`src/rtl/bus_arbiter_if.sv`:
```
// Shared-bus arbiter signal bundle: fetch port, memory-stage port, shared bus and stalls.
// The master modport is the arbiter's view; slave is the view of the surrounding core and bus.
interface bus_arbiter_if;
  logic        ireq_valid;
  logic [31:0] ireq_addr;
  logic        iresp_valid;
  logic [31:0] iresp_data;

  logic        dreq_valid;
  logic [31:0] dreq_addr;
  logic        dreq_write;
  logic [31:0] dreq_wdata;
  logic [3:0]  dreq_strobe;
  logic        dresp_valid;
  logic [31:0] dresp_data;

  logic        bus_req_valid;
  logic [31:0] bus_req_addr;
  logic        bus_req_write;
  logic [31:0] bus_req_wdata;
  logic [3:0]  bus_req_strobe;
  logic        bus_req_ready;
  logic        bus_resp_valid;
  logic [31:0] bus_resp_data;

  logic        stallF;
  logic        stallM;

  modport master (
    input  ireq_valid, ireq_addr,
    output iresp_valid, iresp_data,
    input  dreq_valid, dreq_addr, dreq_write, dreq_wdata, dreq_strobe,
    output dresp_valid, dresp_data,
    output bus_req_valid, bus_req_addr, bus_req_write, bus_req_wdata, bus_req_strobe,
    input  bus_req_ready, bus_resp_valid, bus_resp_data,
    output stallF, stallM
  );

  modport slave (
    output ireq_valid, ireq_addr,
    input  iresp_valid, iresp_data,
    output dreq_valid, dreq_addr, dreq_write, dreq_wdata, dreq_strobe,
    input  dresp_valid, dresp_data,
    input  bus_req_valid, bus_req_addr, bus_req_write, bus_req_wdata, bus_req_strobe,
    output bus_req_ready, bus_resp_valid, bus_resp_data,
    input  stallF, stallM
  );
endinterface

```
`src/rtl/bus_arbiter.sv`:
```
// Single-outstanding arbiter sharing one bus between fetch (I) and memory-stage (D) requests.
// D has priority, but I is forced through after STARVE_LIMIT back-to-back D grants.
module bus_arbiter #(
  parameter int STARVE_LIMIT = 4
) (
  input logic           clk,
  input logic           reset,
  bus_arbiter_if.master arb
);
  localparam logic [3:0] LIMIT = 4'(STARVE_LIMIT);

  typedef enum logic [1:0] {IDLE = 2'd0, REQ = 2'd1, RESP = 2'd2} state_t;
  typedef enum logic {OWN_I = 1'b0, OWN_D = 1'b1} owner_t;

  state_t      state_reg, state_next;
  owner_t      owner_reg;
  logic [3:0]  starve_cnt_reg;
  logic [31:0] addr_reg;
  logic        write_reg;
  logic [31:0] wdata_reg;
  logic [3:0]  strobe_reg;
  logic        grant_i, grant_d, resp_fire;

  // Grants are only ever issued from IDLE, so a response cycle can never regrant.
  always_comb begin
    grant_i = 1'b0;
    grant_d = 1'b0;
    if (state_reg == IDLE) begin
      if (arb.dreq_valid && !(arb.ireq_valid && starve_cnt_reg == LIMIT))
        grant_d = 1'b1;
      else if (arb.ireq_valid)
        grant_i = 1'b1;
    end
  end

  always_ff @(posedge clk) begin
    if (reset)
      state_reg <= IDLE;
    else
      state_reg <= state_next;
  end

  always_comb begin
    state_next = state_reg;
    case (state_reg)
      IDLE:    if (grant_i || grant_d) state_next = REQ;
      REQ:     if (arb.bus_req_ready) state_next = RESP;
      RESP:    if (arb.bus_resp_valid) state_next = IDLE;
      default: state_next = IDLE;
    endcase
  end

  always_ff @(posedge clk) begin
    if (reset) begin
      owner_reg      <= OWN_I;
      starve_cnt_reg <= 4'd0;
      addr_reg       <= 32'd0;
      write_reg      <= 1'b0;
      wdata_reg      <= 32'd0;
      strobe_reg     <= 4'd0;
    end else if (grant_d) begin
      owner_reg  <= OWN_D;
      addr_reg   <= arb.dreq_addr;
      write_reg  <= arb.dreq_write;
      wdata_reg  <= arb.dreq_wdata;
      strobe_reg <= arb.dreq_strobe;
      // Only D grants that bypass a waiting fetch count toward starvation.
      if (!arb.ireq_valid)
        starve_cnt_reg <= 4'd0;
      else if (starve_cnt_reg != LIMIT)
        starve_cnt_reg <= starve_cnt_reg + 4'd1;
    end else if (grant_i) begin
      owner_reg      <= OWN_I;
      starve_cnt_reg <= 4'd0;
      addr_reg       <= arb.ireq_addr;
      write_reg      <= 1'b0;
      wdata_reg      <= 32'd0;
      strobe_reg     <= 4'd0;
    end
  end

  // Reset masks every pulse combinationally so a reset cycle never leaks a response.
  always_comb begin
    resp_fire          = (state_reg == RESP) && arb.bus_resp_valid && !reset;
    arb.bus_req_valid  = (state_reg == REQ) && !reset;
    arb.bus_req_addr   = addr_reg;
    arb.bus_req_write  = write_reg;
    arb.bus_req_wdata  = wdata_reg;
    arb.bus_req_strobe = strobe_reg;
    arb.iresp_valid    = resp_fire && (owner_reg == OWN_I);
    arb.dresp_valid    = resp_fire && (owner_reg == OWN_D);
    arb.iresp_data     = arb.iresp_valid ? arb.bus_resp_data : 32'd0;
    arb.dresp_data     = arb.dresp_valid ? arb.bus_resp_data : 32'd0;
    arb.stallF         = arb.ireq_valid && !arb.iresp_valid;
    arb.stallM         = arb.dreq_valid && !arb.dresp_valid;
  end
endmodule

```
`src/flat_wrapper.sv`:
```
// flat-port wrapper written by rule: the top's interface ports become plain ports
module bus_arbiter_flat 
#(
  parameter int STARVE_LIMIT = 4
)
  (clk, reset, arb_ireq_valid, arb_ireq_addr, arb_iresp_valid, arb_iresp_data, arb_dreq_valid, arb_dreq_addr, arb_dreq_write, arb_dreq_wdata, arb_dreq_strobe, arb_dresp_valid, arb_dresp_data, arb_bus_req_valid, arb_bus_req_addr, arb_bus_req_write, arb_bus_req_wdata, arb_bus_req_strobe, arb_bus_req_ready, arb_bus_resp_valid, arb_bus_resp_data, arb_stallF, arb_stallM);
  bus_arbiter_if arb_i ();
  input logic clk;
  input logic reset;
  input wire logic [$bits(arb_i.ireq_valid)-1:0] arb_ireq_valid;
  input wire logic [$bits(arb_i.ireq_addr)-1:0] arb_ireq_addr;
  output wire logic [$bits(arb_i.iresp_valid)-1:0] arb_iresp_valid;
  output wire logic [$bits(arb_i.iresp_data)-1:0] arb_iresp_data;
  input wire logic [$bits(arb_i.dreq_valid)-1:0] arb_dreq_valid;
  input wire logic [$bits(arb_i.dreq_addr)-1:0] arb_dreq_addr;
  input wire logic [$bits(arb_i.dreq_write)-1:0] arb_dreq_write;
  input wire logic [$bits(arb_i.dreq_wdata)-1:0] arb_dreq_wdata;
  input wire logic [$bits(arb_i.dreq_strobe)-1:0] arb_dreq_strobe;
  output wire logic [$bits(arb_i.dresp_valid)-1:0] arb_dresp_valid;
  output wire logic [$bits(arb_i.dresp_data)-1:0] arb_dresp_data;
  output wire logic [$bits(arb_i.bus_req_valid)-1:0] arb_bus_req_valid;
  output wire logic [$bits(arb_i.bus_req_addr)-1:0] arb_bus_req_addr;
  output wire logic [$bits(arb_i.bus_req_write)-1:0] arb_bus_req_write;
  output wire logic [$bits(arb_i.bus_req_wdata)-1:0] arb_bus_req_wdata;
  output wire logic [$bits(arb_i.bus_req_strobe)-1:0] arb_bus_req_strobe;
  input wire logic [$bits(arb_i.bus_req_ready)-1:0] arb_bus_req_ready;
  input wire logic [$bits(arb_i.bus_resp_valid)-1:0] arb_bus_resp_valid;
  input wire logic [$bits(arb_i.bus_resp_data)-1:0] arb_bus_resp_data;
  output wire logic [$bits(arb_i.stallF)-1:0] arb_stallF;
  output wire logic [$bits(arb_i.stallM)-1:0] arb_stallM;
  assign arb_i.ireq_valid = arb_ireq_valid;
  assign arb_i.ireq_addr = arb_ireq_addr;
  assign arb_iresp_valid = arb_i.iresp_valid;
  assign arb_iresp_data = arb_i.iresp_data;
  assign arb_i.dreq_valid = arb_dreq_valid;
  assign arb_i.dreq_addr = arb_dreq_addr;
  assign arb_i.dreq_write = arb_dreq_write;
  assign arb_i.dreq_wdata = arb_dreq_wdata;
  assign arb_i.dreq_strobe = arb_dreq_strobe;
  assign arb_dresp_valid = arb_i.dresp_valid;
  assign arb_dresp_data = arb_i.dresp_data;
  assign arb_bus_req_valid = arb_i.bus_req_valid;
  assign arb_bus_req_addr = arb_i.bus_req_addr;
  assign arb_bus_req_write = arb_i.bus_req_write;
  assign arb_bus_req_wdata = arb_i.bus_req_wdata;
  assign arb_bus_req_strobe = arb_i.bus_req_strobe;
  assign arb_i.bus_req_ready = arb_bus_req_ready;
  assign arb_i.bus_resp_valid = arb_bus_resp_valid;
  assign arb_i.bus_resp_data = arb_bus_resp_data;
  assign arb_stallF = arb_i.stallF;
  assign arb_stallM = arb_i.stallM;
  bus_arbiter #(.STARVE_LIMIT(STARVE_LIMIT)) u_core (.clk(clk), .reset(reset), .arb(arb_i));
endmodule
```
`config.mk`:
```
export PLATFORM = sky130hd
export DESIGN_NAME = bus_arbiter_flat
export DESIGN_NICKNAME = d
export VERILOG_FILES = /design/src/rtl/bus_arbiter_if.sv /design/src/rtl/bus_arbiter.sv /design/src/flat_wrapper.sv
export SDC_FILE = /design/constraint.sdc
export NUM_CORES = 1
export LEC_CHECK = 0
export BUFFER_PORTS_ARGS = -buffer_cell sky130_fd_sc_hd__buf_2
export CORE_AREA = 5 5 105 107
export CTS_CLUSTER_DIAMETER = 150
export DETAILED_ROUTE_END_ITERATION = 8
export DIE_AREA = 0 0 110 112
export PLACE_DENSITY = 0.74
export SLEW_MARGIN = 15
export SYNTH_ARGS = -nofsm -noshare
export SYNTH_HDL_FRONTEND = slang
export SYNTH_SLANG_ARGS = --single-unit
```
`constraint.sdc`:
```
create_clock -name clk -period 6.4 [get_ports clk]
set_clock_uncertainty 0.05 [all_clocks]
set_input_delay 1.92 -clock clk [delete_from_list [all_inputs] [get_ports clk]]
set_output_delay 1.92 -clock clk [all_outputs]
set_load 0.01 [all_outputs]
```
==> summary.txt, run 1 <==
Outcome
  – Status: finished clean

Clock tree
  – Clk slew on worst S/H paths: 80 ps
  – CTS tree: done
  – Hold-fix buffers, CTS: 0
  – Sink Count: 76
  – CTS Root Cell: clkbuf_8
  – Resize count post-CTS: 0
  – Num CTS Buffers: 9
  – Clk_lat worst skew: 330 ps
  – CTS Buffer Depth: 2
  – Total number of H-tree levels: 3
  – Post-CTS Setup Repair Bufs: 0

Placement
  – Count of input and output buffers: between 200 and 300
  – # placed instances: about 840
  – Cell Area, Placed: a little over 5000 µm²
  – Detailed placer's ending HPWL: between 9000 and 10000 µm
  – GPL Wtd Cong: between 0.8 and 0.9
  – Setup slack after placement: around 1500 ps

Synthesis
  – Avg Cell Area, Syn: 7.875 µm²
  – Net Count, Synth: between 600 and 700
  – Post-Syn Area: between 3000 and 4000 µm²
  – Post-synth top area share: 0.4025
  – Yosys warns: 0
  – Largest area contributor in the netlist: dfxtp_1
  – Sequential area share after synthesis: 0.4025
  – #FFs+latches synth: 76
  – Post-Syn Instances: 480
  – Synth unique cells: 35
  – Largest cells by area after synthesis: dfxtp_1 40%, and2_1 11%, a21oi_1 9.7%

Detailed routing
  – DR pass1 iterations: 4
  – Via-per-instance ratio: roughly 5.2
  – Wirelength per Cell: 16.47 µm
  – Via Count: around 4500
  – DR iter-0 viols: between 300 and 400
  – ANT nets after route: 0
  – Final WL: around 14000 µm
  – Residual DRC: 0

Finish
  – Post-route cell area: 5426 µm²
  – Register area: 1521 µm²
  – Filler Cells Inserted: around 990
  – Non-filler cells, final: between 800 and 900
  – Final Util: 0.5402
  – Area delta synth->final: 43.56%
  – Share of cells above drive strength 1: 0.4227
  – Final net count: 860
  – Most frequent cells in the layout: 276 x buf_2, 76 x dfxtp_1, 73 x a21oi_1
  – Multi-input logic area: a little over 2000 µm²
  – Commonest non-fill, non-tap cell in the layout: buf_2

STA
  – Max Transition Viols Final: 0
  – Final Cycle Share: 0.7740
  – Setup ws final: roughly 1400 ps
  – Minimum clock period: a little under 5000 ps
  – Max-Slew Margin vs Limit: 0.2921
  – Final setup violation count: 0
  – Final TNS setup: 0 ps
  – RSZ-0062 raised after global routing: false
  – Final hold slack: around 420 ps
  – Final hold violation count: 0
  – Worst slew pin tran: around 1100 ps
  – Max Clock Freq: a little over 200 MHz

Die
  – I/O pins: ~280
  – Die Ht: 112 µm
  – Die width: 110 µm
  – Cell Rows: 37
  – Total core area: 10050 µm²
  – Initial core utilization: 0.3763
  – Die ar.: 12320 µm²

Pwr
  – NetSw: 382.3 µW
  – Switch share: 0.2972
  – Reg power frac: 0.424
  – Total Power: 1.286 mW
  – Worst VDD drop: 117.7 µV
  – Static Leak: between 2 and 3 nW
  – Cell-internal power: roughly 900 µW
  – Logic gate share of total power: 0.229
  – P per Cell Area: ~240 nW/µm²
  – Clock power share: 0.346

Worst setup path
  – CP Capture Type: output pin
  – Arrival @ worst endpoint: around 3000 ps
  – Crit-path max FO: 34
  – Worst endpoint required time: 4430 ps
  – Crit path kind: primary input to output pin
  – Startpoint Class: primary input

GRT
  – Gr usage total: 0.2147
  – First-pass GRT wire length: approximately 22000 µm
  – Total gr overflow: 0
  – Largest net degree at the start of global routing: 78
  – Met2 Usage GRT: 0.3519
  – Initial antenna violation count: 0
  – Global routing's busiest layer: met2
  – Met1 usage: 0.2720
  – Routing usage on met3: 0.06319
  – Vias in the first global route: between 4000 and 5000

Run
  – MaxCap Viol Count: 0

Min path
  – Min-Delay Path Class: flip-flop to flip-flop
[critical path: stages]
cell       delay [ps]
buf_2             130
nand4bb_1         220
nor2_1            110
buf_4             270
and2_1            190
buf_2             140
[synthesized netlist by cell type]
cell,count
or3b_1,1
buf_4,3
o32ai_1,1
nand4b_1,1
and2_1,64
nand2b_1,1
nor3b_1,1
nand3_1,71
nand4b_2,1
a21oi_1,73
nor2_1,5
o21ai_0,66
nor3b_2,1
buf_1,3
ha_1,2
nand2_1,2
nor2b_1,2
o21ai_1,6
dfxtp_1,76
buf_2,17
inv_1,4
a311oi_1,33
nor2_2,1
clkbuf_2,3
xor2_1,1
nand4bb_1,1
and4b_1,1
nor3_1,1
or2_1,1
or2_2,1
nand3b_1,2
a31oi_1,1
clkbuf_1,30
nand4_1,2
a21o_1,1
[final cells by class]
cell class,count,share of cell area
inverters,4,0.002767
multi-input cells,344,0.3717
well taps,136,0.03136
clock buffers,10,0.02352
diodes,1,0.0004611
flip-flops and latches,76,0.2804
repair buffers,284,0.2693
clock inverters,6,0.02052
[power by group through the flow]
stage               clock, mW  combinational [mW]  sequential [mW]
floorplan                   0               0.146            0.576
global placement            0               0.288            0.554
detailed placement          0               0.294            0.556
CTS                     0.461               0.294            0.546
global route            0.481               0.327            0.551
finish                  0.446               0.295            0.546
[logic make-up (layout without fill, tap and decap cells)]
group / count (synthesis) / after routing / synth area share
buf+inv: 60 / 304 / 0.06918
xor+xnor: 1 / 1 / 0.002318
other cells: 0 / 1 / 0
simple gates: 160 / 160 / 0.2450
flops: 76 / 76 / 0.4025
fa+ha+maj: 2 / 2 / 0.006619
compound gates: 181 / 181 / 0.2744
[layer usage]
layer / up-vias / part of all wire
met5: - / 0
met4: 0 / 0.010
met2: 164 / 0.49
li1: 2215 / -
met3: 12 / 0.082
met1: 2102 / 0.42
[worst paths after layout]
kind                                                                 from                                         to  slack, ps  depth (start not counted)
worst min register to register  u_core.arb.bus_req_wdata[29]$_SDFFE_PP0P_  u_core.arb.bus_req_wdata[29]$_SDFFE_PP0P_        420                          2
worst max-delay path                                                reset                          arb_iresp_data[5]       1450                          6
worst max register to register      u_core.starve_cnt_reg[0]$_SDFFE_PP0P_   u_core.arb.bus_req_addr[19]$_SDFFE_PP0P_       4110                          5
worst min-delay path            u_core.arb.bus_req_wdata[29]$_SDFFE_PP0P_  u_core.arb.bus_req_wdata[29]$_SDFFE_PP0P_        420                          2
Note: power is estimated with default switching activity, not from simulation.
==> run 2: changes to the inputs <==
Settings changed: CORE_AREA 5 5 105 107 to unset, CORE_ASPECT_RATIO set to 0.9, CORE_MARGIN set to 5, CORE_UTILIZATION set to 41, DIE_AREA 0 0 110 112 to unset, PLACE_DENSITY 0.74 to 0.79.
Clock period 6.4 ns to 4.6 ns, I/O delays scaled along.
==> run 2 against run 1 <==
Net effect:
- sequential share of layout area up 0.23 points
- first-iteration DRC count up 28%
- critical endpoint is now arb_dresp_data[5]
- clock-buffer cell count unchanged
- non-clock buffer count unchanged
- worst setup slack worse by 680 ps
- critical path depth unchanged
- core utilization up 5.5 points
- die area down 8.7%
- worst hold slack better by 4.2 ps
- wire length down 2.3%
- sequential power up 39%
==> summary.txt, run 2 (synthesized netlist as in run 1, its figures left out) <==
Clock tree
  – Clk slew on worst S/H paths: around 80 ps
  – Sink Count: 76
  – Num CTS Buffers: 9
  – CTS Root Cell: clkbuf_8
  – Hold-fix buffers, CTS: 0
  – Clk_lat worst skew: about 340 ps
  – Resize count post-CTS: 0
  – CTS tree: done
  – CTS Buffer Depth: 2
  – Post-CTS Setup Repair Bufs: 0
  – Total number of H-tree levels: 3

STA
  – Final TNS setup: 0 ps
  – Minimum clock period: about 3800 ps
  – Worst slew pin tran: between 1000 and 1500 ps
  – Max-Slew Margin vs Limit: 0.2869
  – Final hold violation count: 0
  – Max Transition Viols Final: 0
  – Max Clock Freq: between 200 and 300 MHz
  – RSZ-0062 raised after global routing: false
  – Final setup violation count: 0
  – Final Cycle Share: 0.8331
  – Setup ws final: 767.9 ps

Die
  – Die Ht: 101.1 µm
  – Total core area: 9042 µm²
  – Cell Rows: 33
  – Die ar.: around 11000 µm²
  – I/O pins: between 200 and 300
  – Initial core utilization: 0.4180
  – Die width: 111.2 µm

Placement
  – Count of input and output buffers: around 280
  – # placed instances: 830
  – GPL Wtd Cong: 0.8794
  – Setup slack after placement: ~770 ps
  – Detailed placer's ending HPWL: about 9800 µm

Worst setup path
  – CP Capture Type: output pin
  – Startpoint Class: primary input
  – Worst endpoint required time: 3170 ps
  – Crit path kind: primary input to output pin
  – Arrival @ worst endpoint: ~2400 ps
  – Crit-path max FO: 34

GRT
  – First-pass GRT wire length: 21330 µm
  – Gr usage total: 0.2269
  – Vias in the first global route: ~4300
  – Total gr overflow: 0
  – Largest net degree at the start of global routing: a little under 80
  – Initial antenna violation count: 1

Detailed routing
  – DR iter-0 viols: approximately 450
  – Final WL: approximately 14000 µm
  – ANT nets after route: 0
  – Via Count: between 4000 and 5000
  – Via-per-instance ratio: ~5.4
  – DR pass1 iterations: 5
  – Residual DRC: 0
  – Wirelength per Cell: between 15 and 20 µm

Finish
  – Commonest non-fill, non-tap cell in the layout: buf_2
  – Final net count: between 800 and 900
  – Area delta synth->final: 42.40%
  – Share of cells above drive strength 1: 0.4240
  – Final Util: 0.5953
  – Filler Cells Inserted: 840
  – Register area: ~1500 µm²
  – Multi-input logic area: 2017 µm²
  – Most frequent cells in the layout: 276 x buf_2, 76 x dfxtp_1, 73 x a21oi_1
  – Non-filler cells, final: between 800 and 900

Outcome
  – Status: finished clean

Pwr
  – Switch share: 0.3052
  – Total Power: about 1.8 mW
  – Static Leak: about 2.6 nW
  – Clock power share: 0.335
  – P per Cell Area: approximately 330 nW/µm²
  – Reg power frac: 0.435
  – Worst VDD drop: about 190 µV
  – Logic gate share of total power: 0.230
  – Cell-internal power: between 1 and 1.5 mW
  – NetSw: ~530 µW

Run
  – MaxCap Viol Count: 0

Min path
  – Min-Delay Path Class: flip-flop to flip-flop
run 2: layout make-up:
| cell class | instances | share of cell area |
|---|---|---|
| clock inverters | 6 | 0.01767 |
| multi-input cells | 344 | 0.3747 |
| clock buffers | 10 | 0.02557 |
| repair buffers | 284 | 0.2678 |
| inverters | 4 | 0.002789 |
| flip-flops and latches | 76 | 0.2827 |
| well taps | 122 | 0.02836 |
| diodes | 1 | 0.0004649 |
run 2: power groups by stage:
stage          combinational [mW]  sequential [mW]  clock, mW
5_1_grt                     0.446            0.770      0.638
3_5_place_dp                0.402            0.775          0
3_3_place_gp                0.394            0.772          0
6_report                    0.403            0.761      0.587
2_1_floorplan               0.203            0.801          0
4_1_cts                     0.403            0.760      0.608
run 2: path summary, 6_finish.rpt:
| path | startpoint | to | slack [ps] | cells past startpoint |
|---|---|---|---|---|
| worst min register to register | u_core.arb.bus_req_wdata[21]$_SDFFE_PP0P_ | u_core.arb.bus_req_wdata[21]$_SDFFE_PP0P_ | 430 | 2 |
| worst max register to register | u_core.starve_cnt_reg[0]$_SDFFE_PP0P_ | u_core.arb.bus_req_addr[8]$_SDFFE_PP0P_ | 2280 | 5 |
| worst min-delay path | u_core.arb.bus_req_wdata[21]$_SDFFE_PP0P_ | u_core.arb.bus_req_wdata[21]$_SDFFE_PP0P_ | 430 | 2 |
| worst max-delay path | reset | arb_dresp_data[5] | 770 | 6 |
run 2: routing by layer:
layer,vias to the layer above,routed length (µm),track usage
met1,2125,5724,0.2813
met3,13,1136,0.07983
met5,-,0,0
met4,0,126,0.05332
met2,194,6869,0.3815
li1,2212,-,-
run 2: per-stage QoR:
stage	hold WS (ps)	instance area, µm²
after global routing	452.6	5383
after CTS	430.1	5380
final	427.5	5383
after floorplan	417.1	3780
after detailed placement	414.8	5147
after global placement	406.9	5147
run 2: critical path, cell delays in order:
cell and delay (ps):
buf_2 110, nand4bb_1 200, nor2_1 110, buf_4 280, and2_1 190, buf_2 130
==> run 3: changes to the inputs <==
Settings changed: ABC_AREA set to 1.
Clock period 4.6 ns to 3.55 ns, I/O delays scaled along.
==> run 3 against run 2 <==
Net effect:
- first-iteration DRC count is 28% lower
- final cell count grew 16%
- clock-buffer cell count stayed put
- global-route usage decreased by 2.1 points
- sequential cell count is the same
- non-clock buffer count is 1 higher
- worst hold slack worse by 14 ps
- critical path type unchanged
==> summary.txt, run 3 <==
GRT
  – Vias in the first global route: around 3900
  – Initial antenna violation count: 0
  – Gr usage total: 0.2055
  – Largest net degree at the start of global routing: 75
  – Total gr overflow: 0
  – First-pass GRT wire length: 19180 µm

STA
  – Max Transition Viols Final: 0
  – Minimum clock period: ~3100 ps
  – Worst slew pin tran: just under 800 ps
  – Max Clock Freq: ~320 MHz
  – Final hold violation count: 0
  – Final hold slack: just over 400 ps
  – Max-Slew Margin vs Limit: 0.4783
  – RSZ-0062 raised after global routing: false
  – Final setup violation count: 0
  – Final Cycle Share: 0.8796
  – Final TNS setup: 0 ps

Finish
  – Final Util: 0.5906
  – Filler Cells Inserted: ~940
  – Area delta synth->final: 41.24%
  – Multi-input logic area: around 1700 µm²
  – Share of cells above drive strength 1: 0.3600
  – Ant. Diodes: 0
  – Final net count: 1000
  – Register area: roughly 1500 µm²
  – Most frequent cells in the layout: 276 x buf_2, 152 x nand2_1, 131 x nor2_1
  – Commonest non-fill, non-tap cell in the layout: buf_2
  – Non-filler cells, final: 986

Outcome
  – Status: finished clean

Clock tree
  – CTS Root Cell: clkbuf_8
  – CTS tree: done
  – Total number of H-tree levels: 3
  – Post-CTS Setup Repair Bufs: 0
  – Sink Count: 76
  – Resize count post-CTS: 0
  – Num CTS Buffers: 9
  – Hold-fix buffers, CTS: 0
  – CTS Buffer Depth: 2
  – Clk_lat worst skew: 330 ps
  – Clk slew on worst S/H paths: around 80 ps

Detailed routing
  – DR iter-0 viols: approximately 320
  – Via-per-instance ratio: roughly 4.5
  – ANT nets after route: 0
  – Via Count: ~4400
  – Final WL: about 12000 µm
  – Residual DRC: 0
  – Wirelength per Cell: 12.64 µm
  – DR pass1 iterations: 4

Placement
  – GPL Wtd Cong: a little over 0.9
  – # placed instances: slightly below 1000
  – Count of input and output buffers: between 200 and 300
  – Detailed placer's ending HPWL: around 9400 µm

Synthesis
  – Largest cells by area after synthesis: dfxtp_1 40%, nand2_1 15%, nor2_1 13%
  – Top cells by count, synth: 152 x nand2_1, 131 x nor2_1, 76 x dfxtp_1, 76 x inv_1, 69 x nand3_1
  – Synth unique cells: 22
  – Most common cell in the netlist: nand2_1
  – Post-synth EDFFs: 0
  – Synth Flop Type: dfxtp_1
  – Yosys warns: 0
  – #FFs+latches synth: 76
  – Largest area contributor in the netlist: dfxtp_1
  – Net Count, Synth: around 740
  – Synth async-reset ratio: 0
  – Post-synth top area share: 0.4005
  – Post-Syn Area: approximately 3800 µm²
  – Sequential area share after synthesis: 0.4005
  – Post-Syn Instances: 601
  – Avg Cell Area, Syn: 6.321 µm²

Die
  – Die width: about 110 µm
  – Total core area: a little over 9000 µm²
  – Cell Rows: 33
  – Die Ht: 101.3 µm
  – Initial core utilization: 0.4182
  – Die ar.: 11290 µm²
  – I/O pins: 277

Worst setup path
  – R2R Path Start: u_core.starve_cnt_reg[0]$_SDFFE_PP0P_
  – CP Capture Type: output pin
  – Reg2reg path depth: 10
  – Crit-path max FO: 34
  – Arrival @ worst endpoint: between 2000 and 2500 ps
  – Worst reg2reg path endpoint: u_core.arb.bus_req_addr[27]$_SDFFE_PP0P_
  – Setup slack, reg-to-reg: around 1700 ps
  – Crit path kind: primary input to output pin
  – Setup crit end: arb_iresp_data[2]
  – Worst endpoint required time: 2430 ps
  – Crit path launch: reset
  – Startpoint Class: primary input

Pwr
  – Cell-internal power: around 1.5 mW
  – Worst VDD drop: roughly 210 µV
  – Total Power: between 2 and 2.5 mW
  – Switch share: 0.3166
  – P per Cell Area: 411.4 nW/µm²
  – Clock power share: 0.299
  – Logic gate share of total power: 0.256
  – Reg power frac: 0.445
  – NetSw: approximately 700 µW
  – Static Leak: 3.313 nW

Min path
  – HP Start: u_core.arb.bus_req_wdata[30]$_SDFFE_PP0P_
  – Min-Delay Path Class: flip-flop to flip-flop

Run
  – MaxCap Viol Count: 0
[run 3: critical path, cell delays in order]
cell	delay, ps
buf_2	110
inv_1	140
nand4_2	110
buf_4	250
nor2_1	170
buf_2	150
[run 3: logic make-up (layout without fill, tap and decap cells)]
family | after synthesis | count (layout) | synth area share
AOI/OAI and AO/OA | 46 | 46 | 0.06390
buffers and inverters | 117 | 380 | 0.1400
adders and majority gates | 2 | 2 | 0.006587
DFF | 76 | 76 | 0.4005
and+or+nand+nor | 359 | 359 | 0.3867
xor gates and xnor gates | 1 | 1 | 0.002306
[run 3: cell type report]
| type | instances | share of cell area |
|---|---|---|
| tap | 122 | 0.02845 |
| sequential | 76 | 0.2836 |
| clock inverter | 6 | 0.01166 |
| clock buffer | 10 | 0.02565 |
| timing repair buffer | 285 | 0.2701 |
| inverter | 79 | 0.05527 |
| multi-input combinational | 408 | 0.3253 |
[run 3: power groups by stage]
stage	logic (mW)	registers, mW	clock network (mW)
CTS	0.570	0.982	0.688
detailed placement	0.568	1.00	0
finish	0.566	0.982	0.660
global placement	0.563	0.998	0
global route	0.640	0.993	0.724
floorplan	0.309	1.04	0
[run 3: stage by stage]
stage | area (µm²) | setup WS (ps)
CTS | 5365 | 438.3
detailed placement | 5165 | 445.0
global placement | 5165 | 466.7
global route | 5365 | 367.7
floorplan | 3799 | 694.2
finish | 5365 | 427.6
[run 3: worst min-delay path by stage]
| stage | to | slack, ps | cells after the start |
|---|---|---|---|
| final | u_core.arb.bus_req_wdata[30]$_SDFFE_PP0P_ | 410 | 2 |
| after global routing | u_core.arb.bus_req_wdata[9]$_SDFFE_PP0P_ | 430 | 2 |
| after CTS | u_core.arb.bus_req_wdata[10]$_SDFFE_PP0P_ | 420 | 2 |
| after detailed placement | u_core.arb.bus_req_wdata[8]$_SDFFE_PP0P_ | 410 | 2 |
| after global placement | u_core.arb.bus_req_wdata[27]$_SDFFE_PP0P_ | 400 | 2 |
| after floorplan | u_core.owner_reg$_SDFFE_PP0P_ | 420 | 2 |
[run 3: layer usage]
layer / vias up / global-route usage / part of all wire
met1: 1891 / 0.2416 / 0.42
li1: 2334 / - / -
met4: 0 / 0.05800 / 0.017
met5: - / 0 / 0
met2: 181 / 0.3505 / 0.47
met3: 19 / 0.08363 / 0.099
